===== src/rtl/spi_slave.sv =====
// SPI target endpoint: oversamples SCK/CS/MOSI in the clk domain, one word per SPI_WIDTH sample edges.
// Build option: define SPI_SLAVE_MISO_TRISTATE_EN to release MISO (1'bz) outside an active frame.
module spi_slave #(
  parameter int SPI_MODE  = 0,
  parameter int SPI_WIDTH = 8,
  parameter bit SPI_MSB   = 1'b1
) (
  input  logic                 clk,
  input  logic                 rst_n,
  input  logic                 SCK,
  input  logic                 CS,
  input  logic                 MOSI,
  output logic                 MISO,
  input  logic [SPI_WIDTH-1:0] tx_data,
  input  logic                 tx_valid,
  output logic                 tx_ready,
  output logic [SPI_WIDTH-1:0] rx_data,
  output logic                 rx_valid,
  output logic                 tx_underrun
);

  localparam bit CPOL = ((SPI_MODE >> 1) & 1) != 0;
  localparam bit CPHA = (SPI_MODE & 1) != 0;
  localparam int W    = SPI_WIDTH;
  localparam int CW   = $clog2(SPI_WIDTH + 1);
  localparam logic [CW-1:0] LAST = CW'(SPI_WIDTH - 1);

  typedef enum logic {IDLE, ACTIVE} state_t;

  state_t        state;
  logic [2:0]    sck_q, cs_q;
  logic [1:0]    mosi_q;
  logic [CW-1:0] cnt;
  logic [W-1:0]  rx_sr, tx_sr, hold_q, rx_next, load_word;
  logic          miso_q, und_pend;
  logic          sck_rise, sck_fall, sample_edge, shift_edge, shift_ok, bit_edge;
  logic          cs_fall, cs_rise, word_done, load, wr;

  function automatic logic first_bit(input logic [W-1:0] w);
    return SPI_MSB ? w[W-1] : w[0];
  endfunction

  function automatic logic [W-1:0] shift_out(input logic [W-1:0] w);
    return SPI_MSB ? {w[W-2:0], 1'b0} : {1'b0, w[W-1:1]};
  endfunction

  // SCK flops reset to the idle level so reset release never looks like an edge
  always_ff @(posedge clk or negedge rst_n) begin
    if (!rst_n) begin
      sck_q  <= {3{CPOL}};
      cs_q   <= 3'b111;
      mosi_q <= 2'b00;
    end else begin
      sck_q  <= {sck_q[1:0], SCK};
      cs_q   <= {cs_q[1:0], CS};
      mosi_q <= {mosi_q[0], MOSI};
    end
  end

  assign sck_rise    = sck_q[1] & ~sck_q[2];
  assign sck_fall    = ~sck_q[1] & sck_q[2];
  assign sample_edge = (CPOL == CPHA) ? sck_rise : sck_fall;
  assign shift_edge  = (CPOL == CPHA) ? sck_fall : sck_rise;
  assign cs_fall     = ~cs_q[1] & cs_q[2];
  assign cs_rise     = cs_q[1] & ~cs_q[2];

  // With CPHA=0 the first bit is already on MISO at word start, so the trailing
  // edge that follows a word's last sample must not advance it.
  assign shift_ok  = shift_edge & (CPHA | (cnt != '0));
  assign bit_edge  = sample_edge | shift_ok;
  assign word_done = (state == ACTIVE) & ~cs_rise & sample_edge & (cnt == LAST);
  assign load      = ((state == IDLE) & cs_fall) | word_done;
  assign wr        = tx_valid & tx_ready;
  assign load_word = tx_ready ? '0 : hold_q;
  assign rx_next   = SPI_MSB ? {rx_sr[W-2:0], mosi_q[1]} : {mosi_q[1], rx_sr[W-1:1]};

  // Holding register: a same-cycle load takes the old contents, the write wins the slot
  always_ff @(posedge clk or negedge rst_n) begin
    if (!rst_n) begin
      hold_q   <= '0;
      tx_ready <= 1'b1;
    end else if (wr) begin
      hold_q   <= tx_data;
      tx_ready <= 1'b0;
    end else if (load) begin
      tx_ready <= 1'b1;
    end
  end

  // An empty load after a completed word only counts as underrun once the master
  // actually clocks the next word; a CS rise first means the frame simply ended.
  always_ff @(posedge clk or negedge rst_n) begin
    if (!rst_n) begin
      state       <= IDLE;
      cnt         <= '0;
      rx_sr       <= '0;
      tx_sr       <= '0;
      rx_data     <= '0;
      rx_valid    <= 1'b0;
      tx_underrun <= 1'b0;
      miso_q      <= 1'b0;
      und_pend    <= 1'b0;
    end else begin
      rx_valid    <= 1'b0;
      tx_underrun <= 1'b0;
      if (load) begin
        if (CPHA) begin
          tx_sr <= load_word;
        end else begin
          miso_q <= first_bit(load_word);
          tx_sr  <= shift_out(load_word);
        end
      end
      case (state)
        IDLE: begin
          if (cs_fall) begin
            state       <= ACTIVE;
            cnt         <= '0;
            tx_underrun <= tx_ready;
          end
        end
        ACTIVE: begin
          if (cs_rise) begin
            state    <= IDLE;
            cnt      <= '0;
            miso_q   <= 1'b0;
            und_pend <= 1'b0;
          end else begin
            if (bit_edge && und_pend) begin
              tx_underrun <= 1'b1;
              und_pend    <= 1'b0;
            end
            if (sample_edge) begin
              rx_sr <= rx_next;
              if (cnt == LAST) begin
                cnt      <= '0;
                rx_data  <= rx_next;
                rx_valid <= 1'b1;
                und_pend <= tx_ready;
              end else begin
                cnt <= cnt + 1'b1;
              end
            end else if (shift_ok) begin
              miso_q <= first_bit(tx_sr);
              tx_sr  <= shift_out(tx_sr);
            end
          end
        end
        default: state <= IDLE;
      endcase
    end
  end

`ifdef SPI_SLAVE_MISO_TRISTATE_EN
  assign MISO = (state == ACTIVE) ? miso_q : 1'bz;
`else
  assign MISO = miso_q;
`endif

endmodule


===== config.mk =====
export PLATFORM = sky130hd
export DESIGN_NAME = spi_slave
export DESIGN_NICKNAME = d
export VERILOG_FILES = /design/src/rtl/spi_slave.sv
export SDC_FILE = /design/constraint.sdc
export NUM_CORES = 1
export LEC_CHECK = 0
export BUFFER_PORTS_ARGS = -buffer_cell sky130_fd_sc_hd__buf_4
export CORE_MARGIN = 2
export CORE_UTILIZATION = 25
export CTS_CLUSTER_DIAMETER = 30
export DETAILED_ROUTE_END_ITERATION = 8
export GPL_TIMING_DRIVEN = 0
export PLACE_DENSITY_LB_ADDON = 0.1
export SLEW_MARGIN = 20
export SYNTH_ARGS = -nofsm -noshare
export SYNTH_HDL_FRONTEND = slang
export SYNTH_SLANG_ARGS = --single-unit

===== constraint.sdc =====
create_clock -name clk -period 5.11 [get_ports clk]
set_input_delay 0.7665 -clock clk [delete_from_list [all_inputs] [get_ports clk]]
set_output_delay 0.7665 -clock clk [all_outputs]
set_load 0.01 [all_outputs]

Word-level counts from Yosys, hierarchy flattened

Cells that the tools add are included.

Bits in registers: 49
Input bits: 14
Output and inout bits: 12
Word-level logic and storage cells: 75

Add/sub/neg operators: 1
Eq/ne operators: 3
Multiplexer cells: 33
Bitwise gates (word level): 18
Reductions and logical operators: 6

Operators by type and width:

| cell                | number |
|---|---|
| $mux 8              | 6 |
| $mux 1              | 20 |
| $mux 4              | 4 |
| $and 1x1->1         | 10 |
| $pmux 4 s2          | 1 |
| $not 1->1           | 6 |
| $add 4x1->4 const B | 1 |
| $eq 4x3->1 const B  | 1 |
| $pmux 1 s2          | 2 |
| $reduce_and 4->1    | 1 |
| $reduce_bool 4->1   | 1 |
| $ne 3x1->1 const B  | 1 |
| $reduce_and 3->1    | 1 |
| $ne 2x2->1 const B  | 1 |
| $or 1x1->1          | 2 |
| $reduce_and 2->1    | 1 |
| $reduce_bool 2->1   | 1 |
| $logic_and 1x1->1   | 1 |

Depth between registers and ports, before layout

Depth after elaboration: 12
Depth in mapped cells: 7
Mapped depth without buffers: 6

Worst setup path before layout

Ideal clock, no wire load.

Path type: register to register
From: register cs_q[2]
To: register rx_data[7]
Library setup time: 0.125 ns
Arrival: 1.570 ns
Required time: 4.985 ns
Path slack: 3.415 ns
Cell stages (with the launch flop): 7
Buffers on the path: 1
Clock period less this slack: 1.695 ns
Cell sequence: dfstp_2 > nand2b_2 > nand3_4 > or2_1 > buf_2 > inv_2 > mux2_2

Word-level cells in the longest chain between the ends: 4

Ends and longest elaborated chain:

| what                       | line | source |
|---|---|---|
| start, declared            | 31   | `logic [2:0] sck_q, cs_q;` |
| start signal, assigned     | 55   | `cs_q <= {cs_q[1:0], CS};` |
| $not 1->1                  | 65   | `assign cs_rise = cs_q[1] & ~cs_q[2];` |
| $and 1x1->1                | 65   |  |
| $not 1->1 (no line)        | n/a  |  |
| $reduce_and 4->1 (no line) | n/a  |  |
| end signal, assigned       | 137  | `rx_data <= rx_next;` |
| end, declared              | 17   | `output logic [SPI_WIDTH-1:0] rx_data,` |

Every way passes these cells.
A chain may end at the register's enable or synchronous reset.

Final worst setup path

From: register cnt[0]
To: register tx_sr[5]

Word-level cells in the longest chain between the ends: 8
Elaborated cells between the ends (all ways): 10
Classes of those cells: eq/ne (1); mux (5); bitwise (3); reduce/logical (1)

Ends and longest elaborated chain:

| what                   | line | source |
|---|---|---|
| start, declared        | 33   | `logic [CW-1:0] cnt;` |
| start signal, assigned | 141  | `cnt <= cnt + 1'b1;` |
| $eq 4x3->1             | 71   | `assign word_done = (state == ACTIVE) & ~cs_rise & sample_edge & (cnt == LAST);` |
| $and 1x1->1            | 71   |  |
| $or 1x1->1             | 72   | `assign load = ((state == IDLE) & cs_fall) \| word_done;` |
| $mux 8                 | 106  | `if (load) begin` |
| $mux 8                 | 143  | `end else if (shift_ok) begin` |
| $mux 8                 | 133  | `if (sample_edge) begin` |
| $mux 8                 | 123  | `if (cs_rise) begin` |
| $mux 8 *               | 114  | `case (state)` |
| end signal, assigned   | 108  | `tx_sr <= load_word;` |
| end signal, assigned   | 111  | `tx_sr <= shift_out(load_word);` |
| end signal, assigned   | 145  | `tx_sr <= shift_out(tx_sr);` |
| end, declared          | 34   | `logic [W-1:0] rx_sr, tx_sr, hold_q, rx_next, load_word;` |

Mark *: on every way between the ends. The rest lies on a longest branch, timed or not.

==> flow_summary.toml <==
[status]
status = "finished clean"

[detailed_routing]
wl_per_cell_um = 13.6
drt_wl_total_um = 3960
num_vias = 1315
via_per_inst = 4.52
ant_nets = 0
drtIter0Drc = 88
first_pass_iters = 5
drc = 0

[place]
pre_cts_slack_ns = 3.17
dp_hpwl_um = 2760
io_buffer_count = 25
gp_congestion = 0.751
dp.cells = 283

[synth]
avgSynthCellArea_um2 = 13.0
synthCells = 156
ys.flop_type = "dfrtp_1"
ys_ff_latch = 49
synth-edff-count = 0
synth_top_cell_by_area = "dfrtp_1"
synth_area_leaders = "dfrtp_1, mux2_2, dfstp_2, nand3b_1, a31oi_1"
synth_async_sr_flop_share = 1.00
yosysWarnings = 0
synthDistinctLibCells = 37
syn_area_mm2 = 0.00203
syn_nets = 172
synth-seq-area-share = 0.607
synth_top_area_frac = 0.555

[worst_hold_path]
min_path_type = "reg -> reg"

[flow_run]
maxCapViolCount = 0

[global_routing]
grt_use_total = 0.102
grt_pass1_wl_um = 7120
antenna_found_initial = 0
grt_pass1_vias = 1396
grt-ovfl-total = 0
grt_max_degree = 50

[sta]
finalHoldViolCount = 0
layout_setup_ws_ns = 3.17
period_needed_ns = 1.94
whs_ns = 0.358
fmax_mhz = 515
rsz0062_at_grt = "no"
setup_viol = 0
setup_tns_ns = 0
relSlewSlack = 0.587
finalMaxSlewViolations = 0
fin_skew_ns = 0.0119
finalCritPeriodShare = 0.380
tightest_slew_ns = 0.620

[layout]
drive_gt1_frac = 0.397
register_area_mm2 = 0.00123
syn_to_final_growth_pct = 20.2
nFillCells = 817
layout_commonest_cell = "dfrtp_1"
layout_common_cells = "dfrtp_1, buf_4, mux2_2"
antenna_cells = 0
final_nets = 204
layoutNonFillerInstCount = 291
multi_input_area_um2 = 753

[worst_setup_path]
crit_type = "reg -> reg"
crit_path_start_kind = "register"
path_max_fanout = 10
worst-r2r-cell-count = 7
end_kind = "register"
r2r_end = "tx_sr[5]"
cp.required_ns = 5.34
critPathArrivalTime_ns = 2.17
worstSetupEndpoint = "tx_sr[5]"
rrSetupSlack_ns = 3.17
rr_startpoint = "cnt[0]"
cp-startpoint = "cnt[0]"

[floorplanning]
coreArea_mm2 = 0.00781
die_w_um = 94.1
start_util = 0.260
pin_count = 26
num_rows = 32
die_area_mm2 = 0.00885
die_h_um = 94.1

[clock_tree]
clkTransAtPathRegs_ns = 0.10
cts_inserted_buffers = 5
htree_levels = 2
postCtsSetupBuffers = 0
insertion_delay_ns = 0.31
cts_resized = 0
clkSinkCount = 49
cts_hold_buf = 0
cts_tree = "done"
clockBufferDepth = 2
cts_root_buffer = "clkbuf_8"

[pwr]
peakVddDrop_uv = 129
leakagePower_nw = 1.14
p_per_area_mw_per_mm2 = 393
registers in the layout, indices dropped and copies added, names as in the netlist:
register and cells:
mosi_q 2, tx_underrun 1, tx_ready 1, cnt 4
und_pend 1, rx_sr 7, state 1, MISO 1
rx_data 8, rx_valid 1, tx_sr 8, cs_q 3
hold_q 8, sck_q 3
final cells by class:
cell class                      count  share of cell area
Timing Repair Buffer               25              0.0769
Inverter                            5             0.00872
Clock buffer                        5              0.0282
Clock inverter                      3              0.0108
Sequential cell                    49               0.505
Multi-Input combinational cell     97               0.309
Tap cell                          102              0.0523
Buffer                              5             0.00974
Yosys cell counts, types with 2 or more instances:
| library cell | n |
|---|---|
| or3b_2 | 2 |
| nor2b_1 | 2 |
| o31ai_1 | 3 |
| buf_2 | 4 |
| nand3_1 | 4 |
| inv_1 | 3 |
| o21ai_0 | 3 |
| and3_2 | 2 |
| nor2_1 | 10 |
| nor3_1 | 2 |
| mux2_2 | 23 |
| nand3b_1 | 9 |
| dfrtp_1 | 45 |
| dfstp_2 | 4 |
| nand2_1 | 10 |
| a31oi_1 | 8 |
| ha_1 | 2 |
worst max-delay path, cell delays in order (launching register included):
cell and delay (ns):
dfrtp_1 0.41, inv_1 0.10, ha_1 0.14, or3b_2 0.50, nand3_1 0.25, buf_2 0.26
nor2_1 0.06, a31oi_1 0.15
power by group:
group          total [mW]  switching [mW]  internal (mW)
sequential          0.540          0.0582          0.482
clock               0.244           0.142          0.102
combinational       0.176          0.0769         0.0992
total               0.960           0.277          0.683
metrics by stage:
step	power, mW	utilization	cell area [um^2]
after floorplan	0.657	-	2030
after global placement	0.718	0.300	2340
after detailed placement	0.729	0.300	2340
after CTS	0.978	0.313	2440
after global routing	1.03	0.313	2440
final	0.960	0.313	2440
routing by layer:
metal  global-route usage  vias to the layer above  part of all wire
li1                     -                      617                 -
met1                0.142                      663              0.49
met2                0.156                       29              0.46
met3               0.0241                        6             0.035
met4               0.0362                        0             0.015
met5                    0                        -                 0
logic make-up after synthesis:
logic type,synth area share
AND/OR/NAND/NOR,0.142
adder cells (fa/ha/maj),0.0123
multiplexers,0.133
flip-flops,0.607
AO/OA/AOI/OAI,0.0845
buffers and inverters,0.0222
worst min path at each step:
| stage | slack, ns | start | cells past startpoint | to |
|---|---|---|---|---|
| after global placement | 0.33 | sck_q[0] | 0 | sck_q[1] |
| after detailed placement | 0.33 | sck_q[0] | 0 | sck_q[1] |
| after floorplan | 0.33 | mosi_q[0] | 0 | mosi_q[1] |
| after global routing | 0.37 | cs_q[0] | 0 | cs_q[1] |
| after CTS | 0.36 | sck_q[0] | 0 | sck_q[1] |
| final | 0.36 | sck_q[0] | 0 | sck_q[1] |
No activity file was read; power rests on OpenSTA's default activity.
